File: config.mk
export PLATFORM = sky130hd
export DESIGN_NAME = rom_display_sequencer_flat
export DESIGN_NICKNAME = d
export VERILOG_FILES = /design/src/rtl/rom_display_sequencer_pkg.sv /design/src/rtl/rom_display_sequencer_if.sv /design/src/rtl/rom_display_sequencer_tick_prescaler.sv /design/src/rtl/rom_display_sequencer.sv /design/src/flat_wrapper.sv
export SDC_FILE = /design/constraint.sdc
export NUM_CORES = 1
export LEC_CHECK = 0
export ABC_AREA = 1
export CORE_MARGIN = 2
export CORE_UTILIZATION = 51
export DETAILED_ROUTE_END_ITERATION = 6
export GPL_TIMING_DRIVEN = 0
export PLACE_DENSITY = 0.76
export SLEW_MARGIN = 10
export SYNTH_ARGS = -nofsm -noshare
export SYNTH_HDL_FRONTEND = slang
export SYNTH_HIERARCHICAL = 1
export SYNTH_SLANG_ARGS = --single-unit
File: constraint.sdc
create_clock -name clk -period 2.32 [get_ports clk]
set_clock_uncertainty 0.15 [all_clocks]
set_input_delay 0.464 -clock clk [delete_from_list [all_inputs] [get_ports clk]]
set_output_delay 0.464 -clock clk [all_outputs]
set_load 0.03 [all_outputs]
File: src/rtl/rom_display_sequencer_pkg.sv
// Shared types and constants for the ROM-to-display sequencer.
// Holds the FSM state encoding, the blank display code and the prescaler width helper.
package rom_disp_pkg;

    typedef enum logic [1:0] {
        IDLE    = 2'd0,
        ADDR    = 2'd1,
        CAPTURE = 2'd2,
        HOLD    = 2'd3
    } state_t;

    // 8'hFF decodes to blank on both BCD digits
    localparam logic [7:0] DISP_BLANK = 8'hFF;

    function automatic int clog2(input int value);
        int width;
        int remaining;
        width     = 32'sd0;
        remaining = value - 32'sd1;
        while (remaining > 32'sd0) begin
            width     = width + 32'sd1;
            remaining = remaining >>> 32'sd1;
        end
        return width;
    endfunction

endpackage

File: src/rtl/rom_display_sequencer_if.sv
// Control, ROM and display signals of the sequencer, bundled for port connection.
interface rom_display_sequencer_if #(
    parameter int ADDR_W = 4,
    parameter int DATA_W = 8
);
    logic              run;
    logic              step;
    logic              restart;
    logic [ADDR_W-1:0] rom_addr;
    logic [DATA_W-1:0] rom_data;
    logic [DATA_W-1:0] disp_data;
    logic              disp_valid;
    logic              wrapped;

    modport master (
        output run, step, restart, rom_data,
        input  rom_addr, disp_data, disp_valid, wrapped
    );

    modport slave (
        input  run, step, restart, rom_data,
        output rom_addr, disp_data, disp_valid, wrapped
    );

endinterface

File: src/rtl/rom_display_sequencer_tick_prescaler.sv
// Free-running divider that flags the last count of a TICK_DIV period.
// Holds while disabled; clear wins over enable.
module tick_prescaler
    import rom_disp_pkg::*;
#(
    parameter int TICK_DIV = 50000000
) (
    input  logic clk,
    input  logic rst,
    input  logic clr,
    input  logic en,
    output logic tick
);

    localparam int             CNT_W    = clog2(TICK_DIV);
    localparam logic [CNT_W-1:0] CNT_LAST = CNT_W'(TICK_DIV - 1);
    localparam logic [CNT_W-1:0] CNT_ZERO = CNT_W'(0);
    localparam logic [CNT_W-1:0] CNT_ONE  = CNT_W'(1);

    logic [CNT_W-1:0] count_r;

    // Count register: clear, advance (wrapping at the period end) or hold
    always_ff @(posedge clk or posedge rst) begin
        if (rst) begin
            count_r <= CNT_ZERO;
        end else if (clr) begin
            count_r <= CNT_ZERO;
        end else if (en) begin
            count_r <= (count_r == CNT_LAST) ? CNT_ZERO : count_r + CNT_ONE;
        end else begin
            count_r <= count_r;
        end
    end

    assign tick = (count_r == CNT_LAST);

endmodule

File: src/rtl/rom_display_sequencer.sv
// Walks a synchronous ROM and latches each byte into the two-digit display register.
// Advances on the prescaler tick while running, or on a step pulse while paused.
module rom_display_sequencer
    import rom_disp_pkg::*;
#(
    parameter int ADDR_W    = 4,
    parameter int DATA_W    = 8,
    parameter int TICK_DIV  = 50000000,
    parameter int LAST_ADDR = 2**ADDR_W - 1
) (
    input logic                    clk,
    input logic                    rst,
    rom_display_sequencer_if.slave bus
);

    localparam logic [ADDR_W-1:0] ADDR_ZERO = ADDR_W'(0);
    localparam logic [ADDR_W-1:0] ADDR_ONE  = ADDR_W'(1);
    localparam logic [ADDR_W-1:0] ADDR_LAST = ADDR_W'(LAST_ADDR);
    localparam logic [DATA_W-1:0] BLANK     = DATA_W'(DISP_BLANK);

    state_t            state_r;
    state_t            state_next_s;
    logic              advance_s;
    logic              capture_s;
    logic              presc_clr_s;
    logic              presc_en_s;
    logic              tick_s;
    logic [ADDR_W-1:0] rom_addr_r;
    logic [DATA_W-1:0] disp_data_r;
    logic              disp_valid_r;
    logic              wrapped_r;

    tick_prescaler #(.TICK_DIV(TICK_DIV)) u_prescaler (
        .clk  (clk),
        .rst  (rst),
        .clr  (presc_clr_s),
        .en   (presc_en_s),
        .tick (tick_s)
    );

    // State register
    always_ff @(posedge clk or posedge rst) begin
        if (rst) begin
            state_r <= IDLE;
        end else begin
            state_r <= state_next_s;
        end
    end

    // Next-state logic; restart overrides every state
    always_comb begin
        state_next_s = state_r;
        if (bus.restart) begin
            state_next_s = ADDR;
        end else begin
            case (state_r)
                IDLE:    state_next_s = (bus.run || bus.step) ? ADDR : IDLE;
                ADDR:    state_next_s = CAPTURE;
                CAPTURE: state_next_s = HOLD;
                HOLD:    state_next_s = advance_s ? ADDR : HOLD;
                default: state_next_s = IDLE;
            endcase
        end
    end

    // Control decode; step and timer expiry together still give a single advance
    always_comb begin
        advance_s   = 1'b0;
        capture_s   = 1'b0;
        presc_clr_s = bus.restart;
        presc_en_s  = 1'b0;
        if (!bus.restart) begin
            case (state_r)
                CAPTURE: begin
                    capture_s   = 1'b1;
                    presc_clr_s = 1'b1;
                end
                HOLD: begin
                    advance_s  = bus.step || (bus.run && tick_s);
                    presc_en_s = bus.run && !advance_s;
                end
                default: begin
                    advance_s = 1'b0;
                end
            endcase
        end else begin
            advance_s = 1'b0;
        end
    end

    // Address counter and wrap pulse
    always_ff @(posedge clk or posedge rst) begin
        if (rst) begin
            rom_addr_r <= ADDR_ZERO;
            wrapped_r  <= 1'b0;
        end else if (bus.restart) begin
            rom_addr_r <= ADDR_ZERO;
            wrapped_r  <= 1'b0;
        end else if (advance_s) begin
            rom_addr_r <= (rom_addr_r == ADDR_LAST) ? ADDR_ZERO : rom_addr_r + ADDR_ONE;
            wrapped_r  <= (rom_addr_r == ADDR_LAST);
        end else begin
            rom_addr_r <= rom_addr_r;
            wrapped_r  <= 1'b0;
        end
    end

    // Display register; only CAPTURE changes it, restart leaves the old byte showing
    always_ff @(posedge clk or posedge rst) begin
        if (rst) begin
            disp_data_r  <= BLANK;
            disp_valid_r <= 1'b0;
        end else if (capture_s) begin
            disp_data_r  <= bus.rom_data;
            disp_valid_r <= 1'b1;
        end else begin
            disp_data_r  <= disp_data_r;
            disp_valid_r <= disp_valid_r;
        end
    end

    assign bus.rom_addr   = rom_addr_r;
    assign bus.disp_data  = disp_data_r;
    assign bus.disp_valid = disp_valid_r;
    assign bus.wrapped    = wrapped_r;

endmodule

File: src/flat_wrapper.sv
// flat-port wrapper written by rule: the top's interface ports become plain ports
module rom_display_sequencer_flat import rom_disp_pkg::*;
#(
    parameter int ADDR_W    = 4,
    parameter int DATA_W    = 8,
    parameter int TICK_DIV  = 50000000,
    parameter int LAST_ADDR = 2**ADDR_W - 1
)
  (clk, rst, bus_run, bus_step, bus_restart, bus_rom_data, bus_rom_addr, bus_disp_data, bus_disp_valid, bus_wrapped);
  rom_display_sequencer_if #(.ADDR_W(ADDR_W), .DATA_W(DATA_W)) bus_i ();
  input logic clk;
  input logic rst;
  input wire logic [$bits(bus_i.run)-1:0] bus_run;
  input wire logic [$bits(bus_i.step)-1:0] bus_step;
  input wire logic [$bits(bus_i.restart)-1:0] bus_restart;
  input wire logic [$bits(bus_i.rom_data)-1:0] bus_rom_data;
  output wire logic [$bits(bus_i.rom_addr)-1:0] bus_rom_addr;
  output wire logic [$bits(bus_i.disp_data)-1:0] bus_disp_data;
  output wire logic [$bits(bus_i.disp_valid)-1:0] bus_disp_valid;
  output wire logic [$bits(bus_i.wrapped)-1:0] bus_wrapped;
  assign bus_i.run = bus_run;
  assign bus_i.step = bus_step;
  assign bus_i.restart = bus_restart;
  assign bus_i.rom_data = bus_rom_data;
  assign bus_rom_addr = bus_i.rom_addr;
  assign bus_disp_data = bus_i.disp_data;
  assign bus_disp_valid = bus_i.disp_valid;
  assign bus_wrapped = bus_i.wrapped;
  rom_display_sequencer #(.ADDR_W(ADDR_W), .DATA_W(DATA_W), .TICK_DIV(TICK_DIV), .LAST_ADDR(LAST_ADDR)) u_core (.clk(clk), .rst(rst), .bus(bus_i));
endmodule
==> reports/metrics.csv <==
metric;value;unit
worst skew pair latency;300;ps
Root Buffer;clkbuf_8;
H-tree depth;2;
final-report hold violation count;0;
syn avg cell area;7.44;sq um
CP max FO;6;
number of global-route vias before repair;2271;
worst-case reg-to-reg path depth;18;
Worst Hold Class;register to register;
period utilization;100;%
Worst slew margin;32.5;%
RSZ-0062 raised after global routing;true;
synth cell count leaders;nand2_1 (90), inv_1 (50), nor2_1 (50);
design area;3430;sq um
Crit. End Element;register;
hpwl dp;3920;microns
Die Wd;73.8;microns
DP Worst Slack;-339;ps
PD cells;545;nW/um^2
gpl congestion;0.885;
per-cell routed wire length;12.8;microns
worst path arrival time;2400;ps
crit path time final;2320;ps
CTS buffer count;5;
Required @ worst endpoint;2400;ps
clock slew at the register clock pins of the worst setup and hold paths;80;ps
drt pass-1 iters;4;
Post-CTS Hold Fix Bufs;0;
via count;2339;
Synth-to-Final Area Change;37.8;%
DRC;0;
synth unique cells;29;
WL final;6040;microns
CP Class;register to register;
FF+latch area;1060;sq um
Worst R2R End;u_core/u_prescaler/count_r[12]$_DFFE_PP0P_;
Clock Sink Count;42;
IO Pins;27;
crit start category;register;
most frequent cell after synthesis;nand2_1;
Fmax;430;MHz
Main synth FF type;dfrtp_1;
number of setup violations in the final report;3;
initial DRC count;195;
Syn Std Cell Area;2490;sq um
count of pins over their slew limit;0;
Synth top area share;34.2;%
Synth Register Bits;42;
layout cells sized above 1;30.5;%
worst setup path end;u_core/u_prescaler/count_r[12]$_DFFE_PP0P_;
Syn Nets;349;
Yosys Warn Count;6;
Fillers;377;
non-filler cells, final;473;
Cell Rows;25;
Seq/Total Area, Yosys;42.7;%
Synth Instances;334;
Vias per Instance;4.95;
DP Area;2840;sq um
floorplan core area;4720;sq um
status;complete, but fails checks;
Worst Tran Pin Value;1010;ps
CP startpoint;u_core/u_prescaler/count_r[10]$_DFFE_PP0P_;
first-pass GRT wire length;9790;microns
final net count;420;
CTS tree;yes;
RR Startpoint;u_core/u_prescaler/count_r[10]$_DFFE_PP0P_;
total grt overflow;0;
initial core utilization;52.6;%
largest net degree at the start of global routing;27;
Yosys top cell by area;dfrtp_1;
antenna violations before repair;0;
placed cell count;427;
Sum Neg Setup Slack;-6.25;ps
DIE AREA;5450;sq um
multi-input logic area;1320;sq um
final worst slack;-3.42;ps
Max VDD drop;0.445;mV
# Max-Cap Violations;0;
failing checks;negative setup slack;
port buffer count;26;
Leakage;1.55;nW
Async S/R FF share, synth;100;%
diodes inserted;0;
Post-DRT Antenna Nets;0;
total track usage;23.1;%
largest cells by area after synthesis;dfrtp_1 (34%), nand2_1 (14%), dfstp_2 (8.5%), inv_1 (7.5%), nor2_1 (7.5%);
EDFF count, synth;0;
clock buffer depth;2;
reg2reg setup slack;-3;ps
Die H;73.8;microns
stage by stage:
stage | hold WS [ps] | total power (W) | util, %
detailed placement | 303 | 0.00123 | 60.1
global route | 348 | 0.00195 | 72.5
finish | 329 | 0.00187 | 72.5
CTS | 331 | 0.00184 | 66.2
global placement | 300 | 0.00122 | 60.1
floorplan | 222 | 0.00109 | -
cells in the final DEF, fill, tap and decap left out, drive strengths merged, types with 7 or more instances in the layout:
master	synthesis	routed
xor2	9	9
nand3	25	25
dfstp	8	8
nor2	65	65
nand2	96	96
buf	4	40
o21ai	16	16
inv	52	53
clkbuf	0	7
dfrtp	34	34
clkdlybuf4s50	0	26
where the power goes:
part / internal (W) / switching (W) / leakage, nW
Combinational: 0.000190 / 0.000245 / 0.953
Clock: 0.000321 / 0.000265 / 0.0514
Sequential: 0.000811 / 0.0000338 / 0.548
state kept, by name, summed over array words and instances, names as in the netlist:
signal and cells:
u_core/u_prescaler/count_r 26, u_core/bus.disp_data 8, u_core/bus.rom_addr 4, u_core/state_r 2, u_core/bus.disp_valid 1, u_core/bus.wrapped 1
how the worst min path moves through the flow:
stage / slack (ps) / cells past startpoint / start / to
floorplan: 220 / 1 / rst / u_core/bus.disp_valid$_DFFE_PP0P_
global placement: 300 / 2 / u_core/bus.disp_valid$_DFFE_PP0P_ / u_core/bus.disp_valid$_DFFE_PP0P_
detailed placement: 300 / 2 / u_core/bus.disp_valid$_DFFE_PP0P_ / u_core/bus.disp_valid$_DFFE_PP0P_
CTS: 330 / 2 / u_core/bus.disp_data[1]$_DFFE_PP1P_ / u_core/bus.disp_data[1]$_DFFE_PP1P_
global route: 350 / 2 / u_core/bus.disp_data[1]$_DFFE_PP1P_ / u_core/bus.disp_data[1]$_DFFE_PP1P_
finish: 330 / 2 / u_core/bus.disp_data[1]$_DFFE_PP1P_ / u_core/bus.disp_data[1]$_DFFE_PP1P_
worst max-delay path, stage by stage, from the launching register on:
cell and delay, ps:
dfrtp_1 420, inv_2 90, nand2_1 50, nor2_1 100, nand2_1 90, nor2_2 130
nand2_2 80, inv_2 60, nand2_2 60, nand2_4 80, nor3_4 40, nor2_4 190
inv_2 60, buf_6 140, buf_6 130, nand2_8 90, clkinv_8 70, clkbuf_16 170
nor2_4 60
repair_timing:
item / 4_1_cts / 5_1_grt
setup endpoints to repair: 24 / 23
pin swaps: 12 / 23
gates cloned: 0 / 2
gates resized for setup: 13 / 35
buffers inserted: 18 / 18
kinds of logic after synthesis:
kind of cell	after synthesis	share of synthesized area, %
AND/OR/NAND/NOR	197	35.4
XOR/XNOR	9	3.17
flip-flops	42	42.7
adder cells (fa/ha/maj)	2	1.01
AO/OA/AOI/OAI	26	7.05
buffers and inverters	58	10.7
per-layer routing:
| metal | routed length [microns] | up-vias | track usage (%) | part of all wire [%] |
|---|---|---|---|---|
| met5 | 0 | - | 0 | 0 |
| met4 | 143 | 0 | 9.29 | 2.4 |
| met3 | 324 | 11 | 5.35 | 5.4 |
| met2 | 2960 | 59 | 38.9 | 49 |
| met1 | 2610 | 1097 | 28.4 | 43 |
| li1 | - | 1172 | - | - |
cell type report:
class	count	area share, %
plain buffers	4	1.39
repair inverters	1	0.256
repair buffers	63	16.9
clock buffers	6	2.12
inverters	54	6.39
flip-flops and latches	42	31.0
well taps	67	2.45
multi-input cells	234	38.4
clock inverters	2	1.10
Note: power is estimated with default switching activity, not from simulation.
==> variant 1, RTL diff (config.mk and constraints unchanged) <==
Make the reset (`rst`) synchronous in 4 clocked blocks.
--- a/src/rtl/rom_display_sequencer_tick_prescaler.sv
+++ b/src/rtl/rom_display_sequencer_tick_prescaler.sv
@@ -20,7 +20,7 @@
     logic [CNT_W-1:0] count_r;
 
     // Count register: clear, advance (wrapping at the period end) or hold
-    always_ff @(posedge clk or posedge rst) begin
+    always_ff @(posedge clk) begin
         if (rst) begin
             count_r <= CNT_ZERO;
         end else if (clr) begin
--- a/src/rtl/rom_display_sequencer.sv
+++ b/src/rtl/rom_display_sequencer.sv
@@ -39,7 +39,7 @@
     );
 
     // State register
-    always_ff @(posedge clk or posedge rst) begin
+    always_ff @(posedge clk) begin
         if (rst) begin
             state_r <= IDLE;
         end else begin
@@ -89,7 +89,7 @@
     end
 
     // Address counter and wrap pulse
-    always_ff @(posedge clk or posedge rst) begin
+    always_ff @(posedge clk) begin
         if (rst) begin
             rom_addr_r <= ADDR_ZERO;
             wrapped_r  <= 1'b0;
@@ -106,7 +106,7 @@
     end
 
     // Display register; only CAPTURE changes it, restart leaves the old byte showing
-    always_ff @(posedge clk or posedge rst) begin
+    always_ff @(posedge clk) begin
         if (rst) begin
             disp_data_r  <= BLANK;
             disp_valid_r <= 1'b0;
Check against the original RTL: differs if rst is asserted again (counterexample within 4 cycles, from zero or initial values and one cycle with rst high); with rst held inactive, the same outputs for 10 cycles.
==> variant 1 against the original RTL <==
Wire length down 23%; global-route usage down 2.6 points; setup slack better by 0.16 ns; area after synthesis fell by 12%; cell count fell by 16%; sequential cell count stayed put; via count down 16%; die area is 11% lower; cell area decreased by 20%.
Power is not compared: it rests on default switching activity, and its combinational part moved more than twofold at a synthesized area within 25%.
==> variant 1: results (changes against the original RTL) <==
| Metric | Value |
|---|---|
| Detailed Route Iter0 Violations | `127 (was 195)` |
| Fin cells | `399 (was 473)` |
| M2 GR Usage | `0.342 (was 0.389)` |
| Slew headroom | `0.784 (was 0.325)` |
| Minimum setup slack among reg-to-reg paths | `0.16 ns (was -0.003 ns)` |
| Post-synthesis async set-or-reset flop share | `0 (was 1.00)` |
| Worst Hold Path EP | `u_core/bus.disp_data[0]$_SDFFE_PP1P_ (was u_core/bus.disp_data[1]$_DFFE_PP1P_)` |
| Synth Area in Adders | `0.0171 (was 0.0101)` |
| FF-to-FF End | `u_core/u_prescaler/count_r[7]$_SDFFE_PP0P_ (was u_core/u_prescaler/count_r[12]$_DFFE_PP0P_)` |
| Final nets | `364 (was 420)` |
| Largest net degree at the start of global routing | `15 (was 27)` |
| Syn_nets | `327 (was 349)` |
| Commonest cells in the netlist | `nand2_1 (84), nor2_1 (54), dfxtp_1 (42), nand3_1 (27), inv_1 (25) (was nand2_1 (90), inv_1 (50), nor2_1 (50), dfrtp_1 (34), nand3_1 (23))` |
| Placed cell count | `387 (was 427)` |
| Worst r2r src | `u_core/u_prescaler/count_r[13]$_SDFFE_PP0P_ (was u_core/u_prescaler/count_r[10]$_DFFE_PP0P_)` |
| Total GRT Usage | `0.205 (was 0.231)` |
| GPL Wtd Cong | `0.916 (was 0.885)` |
| M3 GR Usage | `0.0451 (was 0.0535)` |
| CP arrival | `2.19 ns (was 2.40 ns)` |
| Post-DP HPWL | `3.42 mm (was 3.92 mm)` |
| Outcome | `finished, final reports clean (was complete, but fails checks)` |
| Top FF cell, synth | `dfxtp_1 (was dfrtp_1)` |
| Max Fanout on Critical Path | `8 (was 6)` |
| R2R depth | `15 (was 18)` |
| Global-route wire length before repair | `8.02 mm (was 9.79 mm)` |
| Ratio of cells with drive above 1 in the final layout | `0.195 (was 0.305)` |
| Mean Syn Cell Area | `7.05 um^2 (was 7.44 um^2)` |
| Number of global-route vias before repair | `1819 (was 2271)` |
## variant 1: logic make-up after synthesis
logic type      after synthesis
simple gates                203
flops                        42
buf+inv                      34
xor+xnor                     16
compound gates               12
fa+ha+maj                     3
mux                           1
## variant 1: layer usage
| metal | wire length [um] | vias up |
|---|---|---|
| met1 | 2120 | 887 |
| met4 | 63 | 0 |
| met2 | 2290 | 31 |
| li1 | - | 1045 |
| met5 | 0 | - |
| met3 | 177 | 8 |
## variant 1: power by group through the flow
stage	clock network [uW]	registers [uW]	logic, uW
after floorplan	0	758	31.8
after global placement	0	749	81.7
after detailed placement	0	749	82.1
after CTS	592	732	82.8
after global routing	627	733	93.0
final	576	732	83.9
## variant 1: metrics by stage
| stage | hold slack (ns) | total power, uW | instance area (um^2) |
|---|---|---|---|
| after floorplan | 0.320 | 789 | 2190 |
| after global placement | 0.288 | 830 | 2520 |
| after detailed placement | 0.294 | 831 | 2520 |
| after CTS | 0.317 | 1410 | 2650 |
| after global routing | 0.349 | 1450 | 2730 |
| final | 0.313 | 1390 | 2730 |
## variant 1: how the worst max path moves through the flow
stage	from	to	depth (start not counted)
global route	u_core/u_prescaler/count_r[4]$_SDFFE_PP0P_	u_core/u_prescaler/count_r[21]$_SDFFE_PP0P_	18
floorplan	u_core/u_prescaler/count_r[0]$_SDFFE_PP0P_	u_core/u_prescaler/count_r[21]$_SDFFE_PP0P_	16
global placement	bus_restart	u_core/u_prescaler/count_r[21]$_SDFFE_PP0P_	12
CTS	u_core/u_prescaler/count_r[13]$_SDFFE_PP0P_	u_core/u_prescaler/count_r[7]$_SDFFE_PP0P_	15
detailed placement	bus_run	u_core/u_prescaler/count_r[21]$_SDFFE_PP0P_	15
finish	u_core/u_prescaler/count_r[13]$_SDFFE_PP0P_	u_core/u_prescaler/count_r[7]$_SDFFE_PP0P_	15
## variant 1: worst max-delay path, stage by stage (launching register included)
cell	delay (ns)
dfxtp_2	0.37
nand2_1	0.11
nor2_4	0.17
nand3_1	0.10
nor3_2	0.20
nand2_1	0.09
nand2_2	0.09
inv_1	0.04
nand2_1	0.07
nor2_2	0.04
buf_6	0.14
inv_2	0.11
nor3_4	0.07
nand2_2	0.09
xor2_1	0.17
nor2_1	0.07
## variant 1: cell type report
type                    instances  area share
plain buffers                   2     0.00826
multi-input cells             235       0.461
flip-flops and latches         42       0.315
repair buffers                 30       0.107
clock buffers                   5      0.0253
clock inverters                 3      0.0161
well taps                      50      0.0230
inverters                      32      0.0441
## variant 1: what timing repair did
action	in CTS	in global routing
gates cloned	0	0
endpoints found under the setup margin	6	25
pin swaps	1	5
buffers inserted	0	4
resized for setup	3	23
==> variant 2, RTL diff (same flow settings) <==
Without the edit above. `ADDR_W` is set to 4 in 3 places; all go to 3.
--- a/src/rtl/rom_display_sequencer_if.sv
+++ b/src/rtl/rom_display_sequencer_if.sv
@@ -1,6 +1,6 @@
 // Control, ROM and display signals of the sequencer, bundled for port connection.
 interface rom_display_sequencer_if #(
-    parameter int ADDR_W = 4,
+    parameter int ADDR_W = 3,
     parameter int DATA_W = 8
 );
     logic              run;
--- a/src/rtl/rom_display_sequencer.sv
+++ b/src/rtl/rom_display_sequencer.sv
@@ -3,7 +3,7 @@
 module rom_display_sequencer
     import rom_disp_pkg::*;
 #(
-    parameter int ADDR_W    = 4,
+    parameter int ADDR_W    = 3,
     parameter int DATA_W    = 8,
     parameter int TICK_DIV  = 50000000,
     parameter int LAST_ADDR = 2**ADDR_W - 1
--- a/src/flat_wrapper.sv
+++ b/src/flat_wrapper.sv
@@ -1,7 +1,7 @@
 // flat-port wrapper written by rule: the top's interface ports become plain ports
 module rom_display_sequencer_flat import rom_disp_pkg::*;
 #(
-    parameter int ADDR_W    = 4,
+    parameter int ADDR_W    = 3,
     parameter int DATA_W    = 8,
     parameter int TICK_DIV  = 50000000,
     parameter int LAST_ADDR = 2**ADDR_W - 1
Interface: changed (resized bus_rom_addr); port bits go from 27 to 26. No check against the original RTL was run, so the function may have changed too.
==> variant 2 against the original RTL <==
The flow still finishes with violations (setup timing); utilization grew 2.6 points; setup slack lost 0.052 ns; cell area down 2.6%; total power is 1.4% lower; wire length increased by 2.8%; sequential share of layout area increased by 0.15 points; area after synthesis fell by 3.3%; sequential cell count decreased by 1; critical path type unchanged; largest cell class unchanged; largest power group unchanged.
==> variant 2: results (changes against the original RTL) <==
| Metric | Value |
|---|---|
| Fillers | `314 (was 377)` |
| Tcrit/Tclk final | `1.02 (was 1.00)` |
| GPL Wtd Cong | `0.968 (was 0.885)` |
| Met1 Routed Length | `2.69 mm (was 2.61 mm)` |
| Slew headroom | `0.324 (was 0.325)` |
| CP arrival | `2.44 ns (was 2.40 ns)` |
| Yosys cell types | `28 (was 29)` |
| Global Route met1 Usage | `0.305 (was 0.284)` |
| Outcome | `complete, but fails checks (unchanged)` |
| Final setup viols | `4 (was 3)` |
| Total GRT Usage | `0.223 (was 0.231)` |
| Clock network power | `598 uW (was 586 uW)` |
| Ratio of cells with drive above 1 in the final layout | `0.332 (was 0.305)` |
| Comb group | `421 uW (was 435 uW)` |
| Detailed Route Iter0 Violations | `220 (was 195)` |
| HP Start | `u_core/bus.disp_valid$_DFFE_PP0P_ (was u_core/bus.disp_data[1]$_DFFE_PP1P_)` |
| Metal3 WL | `401 um (was 324 um)` |
| Global-route wire length before repair | `9.01 mm (was 9.79 mm)` |
| Failing checks | `setup timing (unchanged)` |
| M3 GR Usage | `0.0456 (was 0.0535)` |
| Combinational power share | `0.229 (was 0.233)` |
| Vias per inst | `5.24 (was 4.95)` |
| Sequential share of the synthesized area | `0.431 (was 0.427)` |
| Internal power | `1330 uW (was 1320 uW)` |
| CP startpoint | `u_core/u_prescaler/count_r[1]$_DFFE_PP0P_ (was u_core/u_prescaler/count_r[10]$_DFFE_PP0P_)` |
| Fin cells | `449 (was 473)` |
| Worst vdd ir | `358 uV (was 445 uV)` |
| Worst setup margin | `-0.0559 ns (was -0.00342 ns)` |
| Final nets | `412 (was 420)` |
| Post-DP HPWL | `3.84 mm (was 3.92 mm)` |
| Placed cell area | `2730 um^2 (was 2840 um^2)` |
==> variant 2: worst max-delay path: stages (launching register included) <==
cell and delay [ns]:
dfrtp_1 0.39, ha_2 0.20, nand2_2 0.08, inv_2 0.04
nand2_2 0.07, nor2_2 0.04, nand2_2 0.07, inv_2 0.04
nand2_2 0.06, nand2_2 0.06, nor3_4 0.18, nor2_4 0.08
buf_6 0.12, buf_6 0.11, nor2_4 0.14, nand2_4 0.08
o21ai_2 0.14, nand2_1 0.09, nor2_1 0.14
==> variant 2: worst paths after layout <==
check / end / slack [ns] / cells past startpoint
worst max-delay path: u_core/u_prescaler/count_r[19]$_DFFE_PP0P_ / -0.06 / 18
worst min-delay path: u_core/bus.disp_valid$_DFFE_PP0P_ / 0.32 / 2
worst max register to register: u_core/u_prescaler/count_r[19]$_DFFE_PP0P_ / -0.06 / 18
worst min register to register: u_core/bus.disp_valid$_DFFE_PP0P_ / 0.32 / 2
max in group asynchronous: u_core/u_prescaler/count_r[9]$_DFFE_PP0P_ / 0.73 / 2
min in group asynchronous: u_core/bus.disp_valid$_DFFE_PP0P_ / 0.42 / 2
==> variant 2: through the flow <==
stage                     hold slack, ns  setup TNS, ns
after floorplan                    0.210              0
after global placement             0.299          -5.47
after detailed placement           0.299          -5.95
after CTS                          0.320              0
after global routing               0.342          -1.22
final                              0.316        -0.0954
==> variant 2: area by class of cell <==
type,count,area share
inverters,50,0.0600
well taps,52,0.0195
clock inverters,1,0.00900
flip-flops and latches,41,0.311
clock buffers,7,0.0259
repair buffers,67,0.179
plain buffers,4,0.0184
multi-input cells,227,0.377
==> variant 2: what timing repair did <==
action,in CTS,in global routing
pin swaps,7,36
setup endpoints to repair,24,24
setup buffers,14,27
gates cloned,0,1
gates resized for setup,12,49
